==> config.mk <==
export PLATFORM = sky130hd
export DESIGN_NAME = arb_mux
export DESIGN_NICKNAME = d
export VERILOG_FILES = /design/src/rtl/mux_pkg.sv /design/src/rtl/rr_arbiter.sv /design/src/rtl/arb_mux.sv
export SDC_FILE = /design/constraint.sdc
export NUM_CORES = 1
export LEC_CHECK = 0
export CELL_PAD_IN_SITES_DETAIL_PLACEMENT = 1
export CELL_PAD_IN_SITES_GLOBAL_PLACEMENT = 2
export CORE_MARGIN = 3
export CORE_UTILIZATION = 22
export DETAILED_ROUTE_END_ITERATION = 7
export PLACE_DENSITY = 0.83
export SYNTH_ARGS = -nofsm -noshare
export SYNTH_HDL_FRONTEND = slang
export SYNTH_SLANG_ARGS = --single-unit
==> constraint.sdc <==
create_clock -name CLK -period 4.85 [get_ports CLK]
set_input_delay 0.7275 -clock CLK [delete_from_list [all_inputs] [get_ports CLK]]
set_output_delay 0.7275 -clock CLK [all_outputs]
set_load 0.02 [all_outputs]
==> src/rtl/mux_pkg.sv <==
// mux_pkg: shared arbitration mode type and select-width helper
package mux_pkg;
  typedef enum logic {ARB_RR = 1'b0, ARB_FIXED = 1'b1} arb_mode_t;
  function automatic int sel_width(int n);
    return (n > 1) ? $clog2(n) : 1;
  endfunction
endpackage

==> src/rtl/rr_arbiter.sv <==
// rr_arbiter: round-robin / fixed-priority request arbiter owning the rotation pointer
module rr_arbiter import mux_pkg::*; #(
  parameter int NUM_IN = 4,
  localparam int SEL_W = sel_width(NUM_IN)
) (
  input  logic              clk,
  input  logic              rst,
  input  logic [NUM_IN-1:0] req,
  input  arb_mode_t         mode,
  input  logic              advance,
  output logic [NUM_IN-1:0] grant_onehot,
  output logic [SEL_W-1:0]  grant_idx
);
  logic [SEL_W-1:0] r_ptr;
  logic             w_found;
  always_comb begin
    int j;
    j = 0;
    w_found = 1'b0;
    grant_idx = '0;
    for (int k = 0; k < NUM_IN; k++) begin
      j = (mode == ARB_FIXED) ? k : int'(r_ptr) + k;
      j = (j >= NUM_IN) ? j - NUM_IN : j;
      if (!w_found && req[j]) begin
        w_found = 1'b1;
        grant_idx = SEL_W'(j);
      end
    end
    grant_onehot = w_found ? NUM_IN'(1) << grant_idx : '0;
  end
  // wrap explicitly so a non-power-of-two pointer never leaves 0..NUM_IN-1
  always_ff @(posedge clk) begin
    if (rst) r_ptr <= '0;
    else if (advance && w_found && mode == ARB_RR)
      r_ptr <= (grant_idx == SEL_W'(NUM_IN - 1)) ? '0 : grant_idx + SEL_W'(1);
  end
endmodule

==> src/rtl/arb_mux.sv <==
// arb_mux: N:1 arbitrating multiplexer with a registered valid/ready output stage
module arb_mux import mux_pkg::*; #(
  parameter int MUX_SIZE = 32,
  parameter int NUM_IN = 4,
  localparam int SEL_W = sel_width(NUM_IN)
) (
  input  logic                       CLK,
  input  logic                       RST,
  input  logic [NUM_IN*MUX_SIZE-1:0] IN_DATA,
  input  logic [NUM_IN-1:0]          IN_VALID,
  output logic [NUM_IN-1:0]          IN_READY,
  input  logic                       PRIO_MODE,
  output logic [MUX_SIZE-1:0]        OUT,
  output logic                       OUT_VALID,
  input  logic                       OUT_READY,
  output logic [SEL_W-1:0]           GRANT
);
  logic [MUX_SIZE-1:0] r_out;
  logic                r_out_valid;
  logic [SEL_W-1:0]    r_grant;
  logic                w_load_en;
  logic                w_advance;
  logic [NUM_IN-1:0]   w_onehot;
  logic [SEL_W-1:0]    w_idx;
  assign w_load_en = !r_out_valid || OUT_READY;
  assign w_advance = w_load_en && !RST;
  assign IN_READY  = w_advance ? w_onehot : '0;
  assign OUT       = r_out;
  assign OUT_VALID = r_out_valid;
  assign GRANT     = r_grant;
  rr_arbiter #(.NUM_IN(NUM_IN)) u_arb (
    .clk(CLK),
    .rst(RST),
    .req(IN_VALID),
    .mode(arb_mode_t'(PRIO_MODE)),
    .advance(w_advance),
    .grant_onehot(w_onehot),
    .grant_idx(w_idx)
  );
  always_ff @(posedge CLK) begin
    if (RST) begin
      r_out <= '0;
      r_out_valid <= 1'b0;
      r_grant <= '0;
    end else if (w_load_en) begin
      r_out_valid <= |w_onehot;
      if (|w_onehot) begin
        r_out <= IN_DATA[w_idx*MUX_SIZE +: MUX_SIZE];
        r_grant <= w_idx;
      end
    end
  end
endmodule

Word-level counts from Yosys, hierarchy flattened
Index checks and enable logic that the tools add are counted.
{ "word_totals": {"reg_bits": 37, "input_bits": 136, "elab_cells": 69} }
{ "classes": {"addsub": 8, "magnitude_cmp": 8, "n_eq_ne": 1, "shift": 2, "mux": 31, "bitwise": 1, "n_reduce_logical": 14} }
{ "ops": {"columns": ["operator", "n"], "rows": [
  ["$mux 32", 7],
  ["$ge 32x4->1 const B", 4],
  ["$lt 32x4->1 const B", 4],
  ["$shiftx 128x8->32", 1],
  ["$sub 32x4->32 const B", 4],
  ["$mux 1", 12],
  ["$mux 2", 6],
  ["$bmux 1 s2", 4],
  ["$mux 4", 2],
  ["$add 2x2->3 const B", 2],
  ["$logic_and 1x1->1", 6],
  ["$logic_not 1->1", 5],
  ["$reduce_or 4->1", 1],
  ["$shl 1x2->4 const A", 1],
  ["$add 2x1->3 const B", 1],
  ["$add 2x1->2 const B", 1],
  ["$eq 2x2->1 const B", 1],
  ["$reduce_and 2->1", 1],
  ["$logic_or 1x1->1", 1],
  ["$not 1->1", 1]
]} }

Depth between registers and ports, before layout
Gate-level depths: netlist of run 1.
{ "logic_depth": {"depth_word": 20, "mapped_depth": 10, "mapped_depth_nobuf": 8} }

By module
Synthesis of run 1 repeated with hierarchy kept, for this count alone.
{ "hier_totals": {"cells_unflattened": 249, "area_unflattened_um2": 2732.6} }
{ "by_module_without_submodules": {"columns": ["module", "n_inst", "cells_each", "area_per_inst_um2", "seq_area_each_um2"], "rows": [
  ["arb_mux", 1, 205, 2374.8, 700.7],
  ["rr_arbiter", 1, 44, 357.8, 40.0]
]} }

Worst setup path before layout of run 1
OpenSTA, ideal clock, no wires.
{ "synth_path": {"kind": "input to output", "from": "in PRIO_MODE", "to": "out IN_READY[2]", "t_arrival_ps": 2649, "required_ps": 4123, "path_slack_ps": 1473, "stages": 9, "n_path_buf": 3, "path_cell_list": "buf_4 and3b_1 a2111oi_4 or2_2 a31o_4 or3b_1 buf_4 buf_6 nor2_1"} }
{ "synth_between": {"elab_chain_cells": 19, "word_cells_on_any_way": 45, "classes_between": "4 x add/sub; 4 x order compare; 1 x shift; 30 x mux; 6 x reduce/logical"} }
{ "synth_rtl": {"columns": ["item", "line_no", "source"], "rows": [
  ["from (decl)", "arb_mux.sv:12", "input logic PRIO_MODE,"],
  ["$mux 2", "rr_arbiter.sv:22", "j = (mode == ARB_FIXED) ? k : int'(r_ptr) + k;"],
  ["$sub 32x4->32 or $ge 32x4->1 (tied branches)", "rr_arbiter.sv:23", "j = (j >= NUM_IN) ? j - NUM_IN : j;"],
  ["$mux 32", "rr_arbiter.sv:23", null],
  ["$bmux 1 s2", "rr_arbiter.sv:24", "if (!w_found && req[j]) begin"],
  ["$mux 1 (not written as such) (2 in a row)", "rr_arbiter.sv:24", null],
  ["$mux 1", "rr_arbiter.sv:24", null],
  ["$logic_not 1->1", "rr_arbiter.sv:24", null],
  ["$logic_and 1x1->1", "rr_arbiter.sv:24", null],
  ["[2 not listed]", null, null],
  ["$logic_and 1x1->1", "rr_arbiter.sv:24", null],
  ["$mux 1", "rr_arbiter.sv:24", null],
  ["$logic_not 1->1", "rr_arbiter.sv:24", null],
  ["$logic_and 1x1->1", "rr_arbiter.sv:24", null],
  ["$mux 2", "rr_arbiter.sv:24", null],
  ["$shl 1x2->4", "rr_arbiter.sv:29", "grant_onehot = w_found ? NUM_IN'(1) << grant_idx : '0;"],
  ["$mux 4 (*)", "rr_arbiter.sv:29", null],
  ["$mux 4 (*)", "arb_mux.sv:27", "assign IN_READY = w_advance ? w_onehot : '0;"],
  ["to (decl)", "arb_mux.sv:11", "output logic [NUM_IN-1:0] IN_READY,"]
]} }
Mark *: on every way between the ends. The rest lies on a longest branch, timed or not. The select of a mux whose other input is x is not followed.

Final worst setup path of run 1
Ends and elaborated chain as after synthesis.

==> impl_metrics.py, run 1 <==
metrics = {
    "cells_and_area": {
        "drive_gt1_share_pct": 12.8,
        "area_growth_syn_to_layout_pct": 70.5,
        "antenna_cells": 0,
        "nets": 565,
        "layout.cells.non_filler": 597,
    },
    "yosys": {
        "yosys.cell_types.count": 47,
        "synth-seq-cells": 37,
        "yosys_warnings": 0,
        "synthCells": 267,
        "synth_async_sr_flop_share_pct": 0,
        "ys_seq_area_share_pct": 26.4,
        "syn_area_mm2": 0.00281,
        "ys.flop_type": "dfxtp_1",
        "synth-edff-count": 0,
        "synth.avg_cell_area_um2": 10.5,
        "syn_nets": 404,
    },
    "power": {
        "p_per_area_mw_per_mm2": 286,
        "power.leakage_nw": 1.93,
        "peakVddDrop_v": 0.000143,
    },
    "routing": {
        "wirelength_met1_mm": 4.43,
        "routed_wl_mm": 11.0,
        "wl_met2_mm": 5.73,
        "drc_errors": 0,
        "postRouteAntennaNets": 0,
        "wl_per_cell_um": 18.4,
        "routed_via_density": 4.76,
        "dr.pass1.iters": 4,
        "num_vias": 2841,
        "drt-initial-drc-count": 70,
        "top_layer": "met4",
        "met3_length_um": 715,
    },
    "sta": {
        "tns_ns": 0,
        "slew_headroom_pct": 31.1,
        "rsz0062_at_grt": "no",
        "post-route-period-util_pct": 92.3,
        "tightest_slew_ns": 1.02,
        "hold_violations": 0,
        "maxSlewViolCount": 0,
        "finalCriticalPeriod_ns": 4.48,
        "clock_skew_ns": 0.00265,
        "fmax_ghz": 0.223,
        "setup_violations": 0,
    },
    "floorplan": {
        "start_util_pct": 22.9,
        "die_area_mm2": 0.0142,
        "die_h_um": 119,
        "pin_count": 175,
        "num_rows": 40,
        "die_w_um": 119,
        "fp.coreArea_mm2": 0.0123,
    },
    "clock_tree": {
        "clk_pin_slew_ns": 0.06,
        "clkLatencyLatePin_ns": 0.28,
        "post_cts_buffers": 0,
        "cts_tree": "yes",
        "h-tree-depth": 2,
        "numCtsBuffers": 5,
        "cts_buffer_depth": 2,
        "clkSinkCount": 37,
        "cts_resized": 0,
        "cts-root-buf": "clkbuf_16",
        "ctsHoldBuffers": 0,
    },
    "job": {
        "cap_violations": 0,
    },
    "critical_path": {
        "critical-path-top-delay-family": "buffers and inverters",
        "critPathLaunchType": "input pin",
        "cp_common_cell": "clkdlybuf4s50_1",
        "critical_path_class": "input pin to output pin",
        "cp_num_buf_inv": 2,
        "crit_arrival_ns": 3.75,
        "worstPathRequired_ns": 4.12,
        "slowest_delay_ns": 0.62,
        "worstPathMaxFanout": 12,
        "crit_slowest_cell": "clkdlybuf4s50_1",
        "end_kind": "output pin",
        "crit_chain": "clkdlybuf4s50_1 -> nand2b_1 -> a221oi_1 -> or2_2 -> a31o_4 -> or3b_2 -> nor2_1 -> clkdlybuf4s50_1",
    },
    "place": {
        "gp_congestion": 0.792,
        "place_hpwl_mm": 8.48,
        "placedCellCount": 589,
        "port-buffer-count": 174,
    },
    "grt": {
        "antenna_found_initial": 0,
        "grt_first_pass_wirelength_mm": 17.4,
        "grt_overflow": 0,
        "grt_pass1_vias": 3144,
        "grt_max_degree": 39,
        "track_usage_pct": 15.1,
    },
    "hold_path": {
        "hold_path_class": "register to register",
    },
    "run_status": {
        "outcome": "complete, no violations",
    },
}
[metal layers]
| layer | vias to the layer above | GRT usage, % |
|---|---|---|
| li1 | 1360 | - |
| met1 | 1376 | 17.7 |
| met2 | 99 | 27.7 |
| met3 | 6 | 4.13 |
| met4 | 0 | 2.53 |
| met5 | - | 0 |
[layout by cell type (no fill, tap or decap), types with 3 or more instances in the layout]
master,netlist,routed
a21oi_1,4,4
buf_4,9,8
clkbuf_16,0,5
clkdlybuf4s50_1,0,174
dfxtp_1,37,37
inv_1,5,5
mux2i_1,66,66
nand2_1,3,3
nand2b_1,5,5
nand3b_1,33,33
nor2_1,8,8
nor2b_1,5,5
o21ai_0,5,5
o221ai_1,4,4
o221ai_2,29,29
or3b_2,2,3
[state kept, by name, indices dropped and copies added, names as in the netlist]
name,count
u_arb.r_ptr,2
OUT_VALID,1
GRANT,2
OUT,32
[worst paths after layout]
check | cells after the start | slack (ns) | end | start
hold / removal | 2 | 0.51 | OUT[10] | OUT[10]
hold reg to reg | 2 | 0.51 | OUT[10] | OUT[10]
setup reg to reg | 8 | 1.45 | OUT[15] | u_arb.r_ptr[0]
setup / recovery | 8 | 0.37 | IN_READY[2] | PRIO_MODE
[cells in the mapped netlist, types with 5 or more instances]
library cell,count,share of area (%)
buf_2,6,1.1
buf_4,9,2.4
buf_6,5,2.0
clkbuf_1,6,0.80
dfxtp_1,37,26
inv_1,5,0.67
mux2i_1,66,24
nand2b_1,5,1.1
nand3b_1,33,8.8
nor2_1,8,1.1
nor2b_1,5,1.1
o21ai_0,5,0.89
o221ai_2,29,16
[cells by family (layout without fill, tap and decap cells)]
family                     after synthesis  after routing  share of synthesized area, %
AOI/OAI and AO/OA                       62             62                          25.9
xor gates and xnor gates                 2              2                         0.624
adders and majority gates                1              1                         0.445
buffers and inverters                   34            196                          7.62
DFF                                     37             37                          26.4
muxes                                   66             66                          23.5
and+or+nand+nor                         65             65                          15.5
[layout make-up]
class                      count  area (µm²)
timing repair buffer         182        1800
clock buffer                   5         125
clock inverter                 3        17.5
sequential                    37         741
multi-input combinational    196        1870
fill                        1363        7470
tap                          168         210
inverter                       6        22.5
[per-stage QoR]
step	utilization (%)	area (µm²)	hold slack (ns)	power [mW]	setup WS [ns]
floorplan	-	2810	0.590	0.777	1.47
global placement	37.9	4650	0.481	1.05	0.399
detailed placement	37.9	4650	0.495	1.06	0.400
CTS	39.1	4790	0.513	1.40	0.380
global route	39.1	4790	0.524	1.45	0.180
finish	39.1	4790	0.510	1.37	0.371
[tightest hold or removal path: cells and delay by family, from the launching register on]
| kind | cells | cell delay, ns |
|---|---|---|
| AOI/OAI and AO/OA | 1 | 0.06 |
| DFF | 1 | 0.33 |
| and+or+nand+nor | 1 | 0.09 |
[power by group]
part           total (mW)  switching (mW)  internal, mW
Clock               0.323           0.135         0.189
Combinational       0.650           0.313         0.337
Sequential          0.396          0.0370         0.359
Total                1.37           0.485         0.885
Note: power is estimated with default switching activity, not from simulation.
==> run 2: changes to the inputs <==
- MAX_ROUTING_LAYER: unset -> met4
==> impl_metrics.py, run 2 (synthesis results as in run 1) <==
metrics = {
    "critical_path": {
        "worstPathMaxFanout": 12,
        "slowest_delay_ns": 0.62,
        "end_kind": "output pin",
        "crit_slowest_cell": "clkdlybuf4s50_1",
        "worstPathRequired_ns": 4.12,
        "cp_num_buf_inv": 2,
        "critical_path_class": "input pin to output pin",
        "crit_chain": "clkdlybuf4s50_1 -> nand2b_1 -> a221oi_1 -> or2_2 -> a31o_4 -> or3b_2 -> nor2_1 -> clkdlybuf4s50_1",
        "critPathLaunchType": "input pin",
        "crit_arrival_ns": 3.75,
        "critical-path-top-delay-family": "buffers and inverters",
        "cp_common_cell": "clkdlybuf4s50_1",
    },
    "floorplan": {
        "pin_count": 175,
        "die_h_um": 119,
        "start_util_pct": 22.9,
        "die_w_um": 119,
        "num_rows": 40,
        "die_area_mm2": 0.0142,
        "fp.coreArea_mm2": 0.0123,
    },
    "hold_path": {
        "hold_path_class": "register to register",
    },
    "sta": {
        "clock_skew_ns": 0.00170,
        "fin_ws_ns": 0.368,
        "fmax_ghz": 0.223,
        "finalCriticalPeriod_ns": 4.48,
        "tightest_slew_ns": 1.02,
        "maxSlewViolCount": 0,
        "hold_violations": 0,
        "hold_slack_ns": 0.510,
        "slew_headroom_pct": 31.0,
        "rsz0062_at_grt": "no",
        "tns_ns": 0,
        "setup_violations": 0,
        "post-route-period-util_pct": 92.4,
    },
    "cells_and_area": {
        "mostFrequentLayoutCell": "clkdlybuf4s50_1",
        "drive_gt1_share_pct": 12.8,
        "antenna_cells": 0,
        "nets": 565,
        "final_util_pct": 39.1,
        "layout_common_cells": "clkdlybuf4s50_1, mux2i_1, dfxtp_1",
        "area_growth_syn_to_layout_pct": 70.5,
        "design_area_mm2": 0.00479,
        "largest_reg_flops": 32,
        "layout.cells.non_filler": 597,
    },
    "place": {
        "place_hpwl_mm": 8.48,
        "placedCellCount": 589,
        "placed_cell_area_mm2": 0.00465,
        "port-buffer-count": 174,
        "gp_congestion": 0.803,
        "place_ws_ns": 0.400,
    },
    "clock_tree": {
        "h-tree-depth": 2,
        "cts-root-buf": "clkbuf_16",
        "cts_resized": 0,
        "clk_pin_slew_ns": 0.06,
        "post_cts_buffers": 0,
        "clkLatencyLatePin_ns": 0.28,
        "clkSinkCount": 37,
        "ctsHoldBuffers": 0,
        "cts_buffer_depth": 2,
        "numCtsBuffers": 5,
        "cts_tree": "yes",
    },
    "grt": {
        "track_usage_pct": 15.6,
        "grt_pass1_vias": 3130,
        "grt_overflow": 0,
        "grt_max_degree": 39,
        "antenna_found_initial": 0,
        "grt_first_pass_wirelength_mm": 17.4,
    },
    "routing": {
        "met3_length_um": 690,
        "dr.pass1.iters": 4,
        "top_layer": "met4",
        "wirelength_met1_mm": 4.51,
        "routed_wl_mm": 11.0,
        "postRouteAntennaNets": 0,
        "routed_via_density": 4.77,
        "wl_per_cell_um": 18.4,
        "drc_errors": 0,
        "num_vias": 2849,
        "wl_met2_mm": 5.68,
        "drt-initial-drc-count": 68,
    },
    "power": {
        "p_switching_mw": 0.486,
        "p_per_area_mw_per_mm2": 286,
        "fin_total_pwr_mw": 1.37,
        "power.share.sequential_pct": 28.9,
        "p_clk_share_pct": 23.7,
        "internal_power_mw": 0.885,
        "power.leakage_nw": 1.93,
        "pwr-share-comb_pct": 47.4,
        "peakVddDrop_v": 0.000143,
        "swShare_pct": 35.4,
    },
    "job": {
        "cap_violations": 0,
    },
    "run_status": {
        "outcome": "complete, no violations",
    },
}
==> run 2: cell counts in the layout (fill, tap and decap cells not counted) <==
Identical to the previous run, type by type.
==> run 2: worst reg2reg max path: stages (launching register included) <==
cell and delay [ns]:
dfxtp_1 0.67, nor2b_1 0.17, or3b_1 0.43, o211a_1 0.18
o211ai_4 0.22, buf_4 0.47, buf_4 0.61, mux2i_1 0.38
o221ai_2 0.14
==> run 2: worst paths after layout <==
| kind | startpoint | endpoint | slack [ns] | cells after the start |
|---|---|---|---|---|
| setup reg to reg | u_arb.r_ptr[0] | OUT[15] | 1.45 | 8 |
| setup / recovery | PRIO_MODE | IN_READY[2] | 0.37 | 8 |
| hold reg to reg | OUT[10] | OUT[10] | 0.51 | 2 |
| hold / removal | OUT[10] | OUT[10] | 0.51 | 2 |
==> run 2: cell type report <==
cell class / count / area [µm²]
fillers: 1363 / 7470
multi-input cells: 196 / 1870
repair buffers: 182 / 1800
flip-flops and latches: 37 / 741
well taps: 168 / 210
clock buffers: 5 / 125
inverters: 6 / 22.5
clock inverters: 3 / 17.5
==> run 2: power groups by stage <==
| stage | registers (mW) | clock network [mW] | logic (mW) |
|---|---|---|---|
| 6_report | 0.396 | 0.325 | 0.650 |
| 5_1_grt | 0.405 | 0.354 | 0.695 |
| 4_1_cts | 0.397 | 0.338 | 0.662 |
| 3_5_place_dp | 0.403 | 0 | 0.661 |
| 3_3_place_gp | 0.399 | 0 | 0.650 |
| 2_1_floorplan | 0.457 | 0 | 0.320 |
==> run 2: per-layer routing <==
metal	vias up	GRT usage [%]
li1	1360	-
met1	1386	18.0
met5	-	-
met3	6	4.08
met2	97	27.5
met4	0	2.53
